## src/rtl/nn_pkg.sv

```systemverilog
// Shared constants and types for the output-layer argmax classifier.
// ARGMAX_TIE_DETECT_EN (optional) is consumed by argmax_cmp and argmax_classifier.
package nn_pkg;

  localparam int OL_neurons = 10;
  localparam int WIDTH      = 8;
  localparam int ACT_W      = 4 * WIDTH;
  localparam int IDX_W      = $clog2(OL_neurons);

  typedef logic signed [ACT_W-1:0] act_t;
  typedef logic [IDX_W-1:0]        idx_t;
  typedef logic [1:0]              state_t;

  localparam state_t IDLE = 2'd0;
  localparam state_t SCAN = 2'd1;
  localparam state_t DONE = 2'd2;

  localparam idx_t LAST_IDX = IDX_W'(OL_neurons - 1);

  // True once the final element has been compared.
  function automatic logic is_last(input idx_t idx);
    return (idx == LAST_IDX);
  endfunction

endpackage

```

## src/rtl/argmax_cmp.sv

```systemverilog
// Combinational signed compare used by the argmax scan; ties favour the lower index.
// With ARGMAX_TIE_DETECT_EN defined an equality output is also provided.
module argmax_cmp
  import nn_pkg::*;
(
  input  act_t cand,
  input  act_t best_val,
  input  idx_t cand_idx,
  input  idx_t best_idx,
  output logic take_new
`ifdef ARGMAX_TIE_DETECT_EN
  ,
  output logic equal
`endif
);

  // Replace on strictly greater, or on an equal value held at a higher index.
  always_comb begin
    take_new = 1'b0;
    if (cand > best_val) begin
      take_new = 1'b1;
    end else if ((cand == best_val) && (cand_idx < best_idx)) begin
      take_new = 1'b1;
    end else begin
      take_new = 1'b0;
    end
  end

`ifdef ARGMAX_TIE_DETECT_EN
  assign equal = (cand == best_val);
`endif

endmodule

```

## src/rtl/argmax_classifier.sv

```systemverilog
// Snapshots the output-layer activations and scans them one per clock for the maximum.
// Optional ARGMAX_TIE_DETECT_EN adds tie_flag when another element equals the maximum.
module argmax_classifier
  import nn_pkg::*;
(
  input  logic                        clk,
  input  logic                        reset,
  input  logic                        argmax_go,
  input  logic [ACT_W*OL_neurons-1:0] argmax_in,
  output logic [IDX_W-1:0]            digit_out,
  output logic [ACT_W-1:0]            max_value,
  output logic                        argmax_done,
  output logic                        busy
`ifdef ARGMAX_TIE_DETECT_EN
  ,
  output logic                        tie_flag
`endif
);

  state_t state_r;
  act_t   snap_r [OL_neurons];
  idx_t   idx_r;
  idx_t   best_idx_r;
  act_t   best_val_r;
  act_t   cand_s;
  logic   take_new_s;
`ifdef ARGMAX_TIE_DETECT_EN
  logic   equal_s;
  logic   tie_r;
`endif

  assign cand_s = snap_r[idx_r];

  argmax_cmp u_cmp (
    .cand     (cand_s),
    .best_val (best_val_r),
    .cand_idx (idx_r),
    .best_idx (best_idx_r),
    .take_new (take_new_s)
`ifdef ARGMAX_TIE_DETECT_EN
    ,
    .equal    (equal_s)
`endif
  );

  // Scan FSM, snapshot, running best and registered result outputs.
  always_ff @(posedge clk or negedge reset) begin
    if (!reset) begin
      state_r     <= IDLE;
      idx_r       <= {IDX_W{1'b0}};
      best_idx_r  <= {IDX_W{1'b0}};
      best_val_r  <= {ACT_W{1'b0}};
      digit_out   <= {IDX_W{1'b0}};
      max_value   <= {ACT_W{1'b0}};
      argmax_done <= 1'b0;
      busy        <= 1'b0;
      for (int i = 0; i < OL_neurons; i++) begin
        snap_r[i] <= {ACT_W{1'b0}};
      end
`ifdef ARGMAX_TIE_DETECT_EN
      tie_r       <= 1'b0;
      tie_flag    <= 1'b0;
`endif
    end else begin
      argmax_done <= 1'b0;
      case (state_r)
        IDLE: begin
          if (argmax_go) begin
            for (int i = 0; i < OL_neurons; i++) begin
              snap_r[i] <= argmax_in[i*ACT_W +: ACT_W];
            end
            best_val_r <= argmax_in[ACT_W-1:0];
            best_idx_r <= {IDX_W{1'b0}};
            idx_r      <= IDX_W'(1);
            busy       <= 1'b1;
            state_r    <= SCAN;
`ifdef ARGMAX_TIE_DETECT_EN
            tie_r      <= 1'b0;
`endif
          end
        end
        SCAN: begin
          if (take_new_s) begin
            best_val_r <= cand_s;
            best_idx_r <= idx_r;
          end
`ifdef ARGMAX_TIE_DETECT_EN
          // A new maximum invalidates any earlier tie.
          if (take_new_s) begin
            tie_r <= 1'b0;
          end else if (equal_s) begin
            tie_r <= 1'b1;
          end
`endif
          if (is_last(idx_r)) begin
            state_r <= DONE;
          end else begin
            idx_r <= idx_r + IDX_W'(1);
          end
        end
        DONE: begin
          digit_out   <= best_idx_r;
          max_value   <= best_val_r;
          argmax_done <= 1'b1;
          busy        <= 1'b0;
          state_r     <= IDLE;
`ifdef ARGMAX_TIE_DETECT_EN
          tie_flag    <= tie_r;
`endif
        end
        default: begin
          busy    <= 1'b0;
          state_r <= IDLE;
        end
      endcase
    end
  end

endmodule

```

## config.mk

```make
export PLATFORM = sky130hd
export DESIGN_NAME = argmax_classifier
export DESIGN_NICKNAME = d
export VERILOG_FILES = /design/src/rtl/nn_pkg.sv /design/src/rtl/argmax_cmp.sv /design/src/rtl/argmax_classifier.sv
export SDC_FILE = /design/constraint.sdc
export NUM_CORES = 1
export LEC_CHECK = 0
export CORE_AREA = 2 2 187 189
export CTS_BUF_LIST = sky130_fd_sc_hd__clkbuf_8
export CTS_CLUSTER_DIAMETER = 40
export DETAILED_ROUTE_END_ITERATION = 7
export DIE_AREA = 0 0 189 191
export GPL_TIMING_DRIVEN = 0
export PLACE_DENSITY = 0.8
export SLEW_MARGIN = 20
export SYNTH_ARGS = -nofsm -noshare
export SYNTH_HDL_FRONTEND = slang
export SYNTH_SLANG_ARGS = --single-unit
```

## constraint.sdc

```tcl
create_clock -name clk -period 8 [get_ports clk]
set_clock_uncertainty 0.15 [all_clocks]
set_input_delay 1.6 -clock clk [delete_from_list [all_inputs] [get_ports clk]]
set_output_delay 1.6 -clock clk [all_outputs]
set_load 0.02 [all_outputs]
```

---- Yosys cells after proc, flatten, opt, wreduce, memory -nomap -nowiden ----
Index checks and enable logic that the tools add are counted.
storage, ports and cells
  flip-flop bits (word level) ............. 400
  input port bits ......................... 323
  output and inout bits ................... 38
  word-level logic and storage cells ...... 60
operators by class
  add/subtract/negate cells ............... 1
  order comparisons ....................... 3
  equality and inequality tests ........... 8
  multiplexer cells ....................... 20
  bitwise gates (word level) .............. 2
  reduce and logical (&&, ||, !) cells .... 8
operators with widths
  operator               count
  $bmux W32 S4           1
  $mux W32               4
  $pmux W32 S2           1
  $eq A32 B32 Y1         1
  $gt A32 B32 Y1         1
  $mux W4                4
  $pmux W4 S2            2
  $ne A2 B2 Y1 const B   4
  $reduce_and A2 Y1      3
  $reduce_and A3 Y1      2
  $ge A5 B5 Y1 const B   1
  $not A4 Y5             1
  $add A4 B1 Y4 const B  1
  $eq A4 B4 Y1 const B   1
  $lt A4 B4 Y1           1
  $mux W1                4
  $mux W2                2
  $pmux W2 S2            1
  $eq A2 B1 Y1 const B   1
  $eq A2 B2 Y1 const B   1
  $logic_not A2 Y1       1
  $pmux W1 S2            1
  $reduce_bool A2 Y1     1
  $logic_and A1 B1 Y1    1
  $not A1 Y1             1

---- Longest topological paths before layout ----
  depth after elaboration ................. 10
  depth in mapped cells ................... 16
  depth with buffers taken out ............ 12

---- Hierarchy ----
Synthesis repeated with hierarchy kept, for this count alone.
second synthesis, totals
  cell total of the unflattened synthesis .. 2086
  area total of the unflattened synthesis .. 18936.9 µm²
by module, submodules not included
  module             instances  cells each  area an instance (µm²)
  argmax_classifier  1          1958        18049.8
  argmax_cmp         1          128         887.1

---- Worst setup path before layout ----
OpenSTA, ideal clock, no wires.
  kind .................................... reg2reg
  start ................................... register idx_r[0]
  end ..................................... register best_idx_r[0]
  library setup time ...................... 0.125 ns
  arrival time ............................ 3.378 ns
  data required time ...................... 7.725 ns
  setup slack ............................. 4.347 ns
  cell stages (with the launch flop) ...... 14
  period minus slack after synthesis ...... 3.653 ns
  cells stage by stage .................... dfrtp_1 > buf_2 > buf_2 > mux4_2 > a22oi_1 > o2bb2ai_1 > ha_1 > nand4_1 > nor4_4 > o311ai_1 > nor4b_1 > a211oi_2 > buf_6 > mux2_4
between the ends
  cells in the longest elaborated chain, start to end .. 10
  elaborated cells between the ends (all ways) .. 14
  those cells by class .................... 2 x order compare; 2 x eq/ne; 7 x mux; 1 x bitwise; 2 x reduce/logical
RTL lines
  what                                                                     line                     source
  start, declared                                                          argmax_classifier.sv:22  idx_t idx_r;
  start signal, assigned                                                   argmax_classifier.sv:50  idx_r <= {IDX_W{1'b0}};
  start signal, assigned                                                   argmax_classifier.sv:98  idx_r <= idx_r + IDX_W'(1);
  parallel branches: the longest is 10 deep, another holds $gt A32 B32 Y1  -
  end signal, assigned                                                     argmax_classifier.sv:51  best_idx_r <= {IDX_W{1'b0}};
  end signal, assigned                                                     argmax_classifier.sv:73  best_idx_r <= {IDX_W{1'b0}};
  end signal, assigned                                                     argmax_classifier.sv:85  best_idx_r <= idx_r;
  end, declared                                                            argmax_classifier.sv:23  idx_t best_idx_r;
Parallel ways; which one is timed is not known. The select of a mux whose other input is x is not followed.
A chain may end at the register's enable or synchronous reset.

---- Worst setup path in the final report ----
  start ................................... register idx_r[1]
  end ..................................... register best_val_r[13]
between the ends
  cells in the longest elaborated chain, start to end .. 10
  elaborated cells between the ends (all ways) .. 14
  those cells by class .................... 2 x order compare; 2 x eq/ne; 7 x mux; 1 x bitwise; 2 x reduce/logical
RTL lines
  what                                                                     line                     source
  parallel branches: the longest is 10 deep, another holds $gt A32 B32 Y1  -
  end signal, assigned                                                     argmax_classifier.sv:52  best_val_r <= {ACT_W{1'b0}};
  end signal, assigned                                                     argmax_classifier.sv:72  best_val_r <= argmax_in[ACT_W-1:0];
  end signal, assigned                                                     argmax_classifier.sv:84  best_val_r <= cand_s;
  end, declared                                                            argmax_classifier.sv:24  act_t best_val_r;
Parallel ways; which one is timed is not known. The select of a mux whose other input is x is not followed.

==> impl_metrics.yaml <==
setup_path:
  critical-path-slowest-cell: "buf_1"
  end_kind: "register"
  cp.required_ns: 8.37
  crit_path_start_kind: "register"
  slowest_stage_delay_on_critical_path_ns: 0.69
  critical_path_arrival_ns: 5.35
  setup.worst_path.end: "best_val_r[13]"
  criticalPathCategory: "register to register"
  setup.reg_to_reg.worst_slack_ns: 3.01
  worstPathCellList: "clkbuf_1, buf_2, buf_1, mux4_2, o2bb2ai_1, ha_1, nand4_1, nor4_4, nand3_1, nand3b_1, nor4b_1, a211oi_2, buf_6, buf_12, mux2i_1"
  cp_max_fo: 10
  worst_r2r_endpoint: "best_val_r[13]"
  ff2ff_path_depth: 15
  worstReg2RegStart: "idx_r[1]"
  critPathLaunch: "idx_r[1]"
timing:
  final-hold-violation-count: 0
  fmax_mhz: 200.6
  unrepaired_setup_endpoints_after_global_routing: "false"
  final.period_utilization: 0.6231
  final-max-slew-violation-count: 0
  aggregate_negative_setup_slack_ns: 0
  timing.slew.headroom: 0.3728
  fin_hold_ws_ns: 0.3330
  timing_worst_slew_pin_value_ns: 0.9409
  report.final.setup_viol: 0
  period_minus_slack_ns: 4.985
floorplanning:
  fp-row-count: 68
  io-pin-count: 361
  die_x_um: 189
  chipHeight_um: 191
  initial_core_util: 0.5421
  design.core.area_um2: 34120
  floorplan.die_area_um2: 36100
cts:
  cts-buffers-inserted: 71
  tritoncts: "done"
  clockRootBuffer: "clkbuf_8"
  cts_hold_repair.buffers: 0
  cts.repair_timing.setup_buffer_count: 0
  tritoncts_num_sinks: 400
  worst_skew_pair.late_latency_ns: 0.61
  cts_buffer_depth: 3
  cts.clk_slew.worst_paths_ns: 0.06
  cts_htree_levels: 3
  cts_repair_resize_count: 0
placement:
  dp_hpwl_mm: 38.24
  numPortBuffers: 360
  gpl.final_weighted_congestion: 0.8203
drt:
  wl_per_cell_um: 23.99
  dr.first_iter.drc_count: 716
  remaining_drc_errors: 0
  route.antenna.remaining_nets: 0
  viasPerCell: 5.711
  via_count: 12550
  wl_mm: 52.71
  dr.pass1.iters: 5
finish:
  fill_cell_total_of_the_finished_layout: 2367
  area_growth_pct: 30.53
  most_frequent_standard_cell_in_the_layout_excluding_fill_and_tap_cells: "dfrtp_1"
  final_nets: 2063
  share_of_final_layout_standard_cells_stronger_than_drive_strength_1: 0.3280
  most_frequent_cells_in_the_layout: "dfrtp_1, clkdlybuf4s50_1, mux2_2, clkbuf_8, mux2i_1"
power:
  irDropWorstVdd_v: 0.0002429
  power_density_nw_per_um2: 438.1
  p_leak_nw: 10.38
synthesis:
  synth_top_family_by_area: "multiplexers"
  top_ff_cell_synth: "dfrtp_1"
  yosysUniqueCellTypes: 45
  synthAdderAreaFrac: 0.02503
  post-synth-top-area-cell: "dfrtp_1"
  syn_area_per_cell_um2: 14.61
  netlist_top_cells_area: "dfrtp_1, mux2_2, mux4_2"
  synth_cells: 1266
  synth_compound_area_frac: 0.04945
  synth_simple_gate_area_frac: 0.02307
  yosys_register_bits: 400
  synthesis.area_um2: 18500
  synthesis.yosys.warnings: 0
  synth_fp_nets: 1626
  synth_edf_count: 0
  synth.top_cell.area_share: 0.5412
  synth-xor-area-share: 0.0004735
  post_synth_mux_area_share: 0.3297
  async_reset_ff_frac: 1.000
  synth_seq_area_share: 0.5412
grt:
  grt_start_max_net_pins: 100
  grt_util_all_layers: 0.2997
  antenna_found_initial: 1
  number_of_global_route_vias_before_repair: 13880
  wire_length_of_the_first_global_routing_pass_mm: 80.87
  global_route.overflow_total: 0
flow_run:
  max_cap_violations: 0
outcome:
  status: "finished, final reports clean"
worst_hold_path:
  worstHoldPathType: "register to register"
==> cells by family (layout without fill, tap and decap cells) <==
group                      after synthesis  in the layout
muxes                                  484            484
DFF                                    400            400
AOI/OAI and AO/OA                      134            134
buffers and inverters                  123            598
and+or+nand+nor                         87             87
adders and majority gates               37             37
xor gates and xnor gates                 1              1
other                                    0              1
==> how the worst min path moves through the flow <==
| stage | startpoint | to | slack (ns) | depth (start not counted) |
|---|---|---|---|---|
| 4_1_cts | max_value[30] | max_value[30] | 0.33 | 2 |
| 3_5_place_dp | max_value[30] | max_value[30] | 0.32 | 2 |
| 5_1_grt | max_value[18] | max_value[18] | 0.36 | 2 |
| 3_3_place_gp | max_value[22] | max_value[22] | 0.31 | 2 |
| 2_1_floorplan | snap_r[0] | snap_r[0] | 0.32 | 1 |
| 6_report | digit_out[1] | digit_out[1] | 0.33 | 2 |
==> flip-flops by register name, indices dropped and copies added (netlist names) <==
name	cells
snap_r	320
best_val_r	32
max_value	32
best_idx_r	4
digit_out	4
idx_r	4
state_r	2
argmax_done	1
busy	1
==> routing by layer <==
| metal | GRT usage | part of all wire | routed length (um) |
|---|---|---|---|
| met3 | 0.07343 | 0.062 | 3255 |
| met1 | 0.3842 | 0.42 | 22120 |
| met5 | 0 | 0 | 0 |
| met2 | 0.4941 | 0.48 | 25420 |
| met4 | 0.1175 | 0.036 | 1914 |
==> cell usage after synthesis, drive strengths merged (2+ instances only) <==
library cell and n:
dfrtp 400, a21boi 2, nand3 6, mux2 355, o211ai 2, mux2i 65
a22oi 33, ha 37, clkbuf 26, a211oi 2, a21oi 18, mux4 64
nand2 49, nand4 8, nor2 13, buf 57, inv 39, nor3 3
o21ai 41, o2bb2ai 31
==> cell type report <==
class / count / area [um2] / share of cell area
Antenna cell: 1 / 2.502 / 0.0001037
Buffer: 83 / 425.4 / 0.01762
Clock buffer: 85 / 1170 / 0.04846
Clock inverter: 26 / 186.4 / 0.007722
Inverter: 40 / 150.1 / 0.006219
Multi-Input combinational cell: 743 / 7910 / 0.3276
Sequential cell: 400 / 10010 / 0.4146
Tap cell: 455 / 569.3 / 0.02358
Timing Repair Buffer: 364 / 3719 / 0.1540
==> worst max-delay path, delay by kind of cell (launching register included) <==
family	cells	cell delay (ns)
buffers and inverters	5	1.76
AND/OR/NAND/NOR	5	1.14
multiplexers	2	0.66
AO/OA/AOI/OAI	2	0.42
flip-flops	1	0.38
adder cells (fa/ha/maj)	1	0.37
==> report_power, final <==
group          internal (mW)  leakage [nW]  total [mW]  switching, mW
registers               3.07          4.83        3.59          0.519
logic                   2.72          4.78        5.12           2.40
clock network           1.05         0.769        1.87          0.819
==> through the flow <==
step	area (um2)	setup WS, ns	instances	utilization	total power, mW
final	24140	3.015	2197	0.7076	10.58
after global routing	24140	2.766	2197	0.7076	11.23
after CTS	24140	3.006	2196	0.7075	10.62
after detailed placement	22780	3.037	2085	0.6678	8.728
after global placement	22670	-12.37	2081	0.6644	8.544
after floorplan	18500	4.347	1266	-	7.184
No activity file was read; power rests on OpenSTA's default activity.
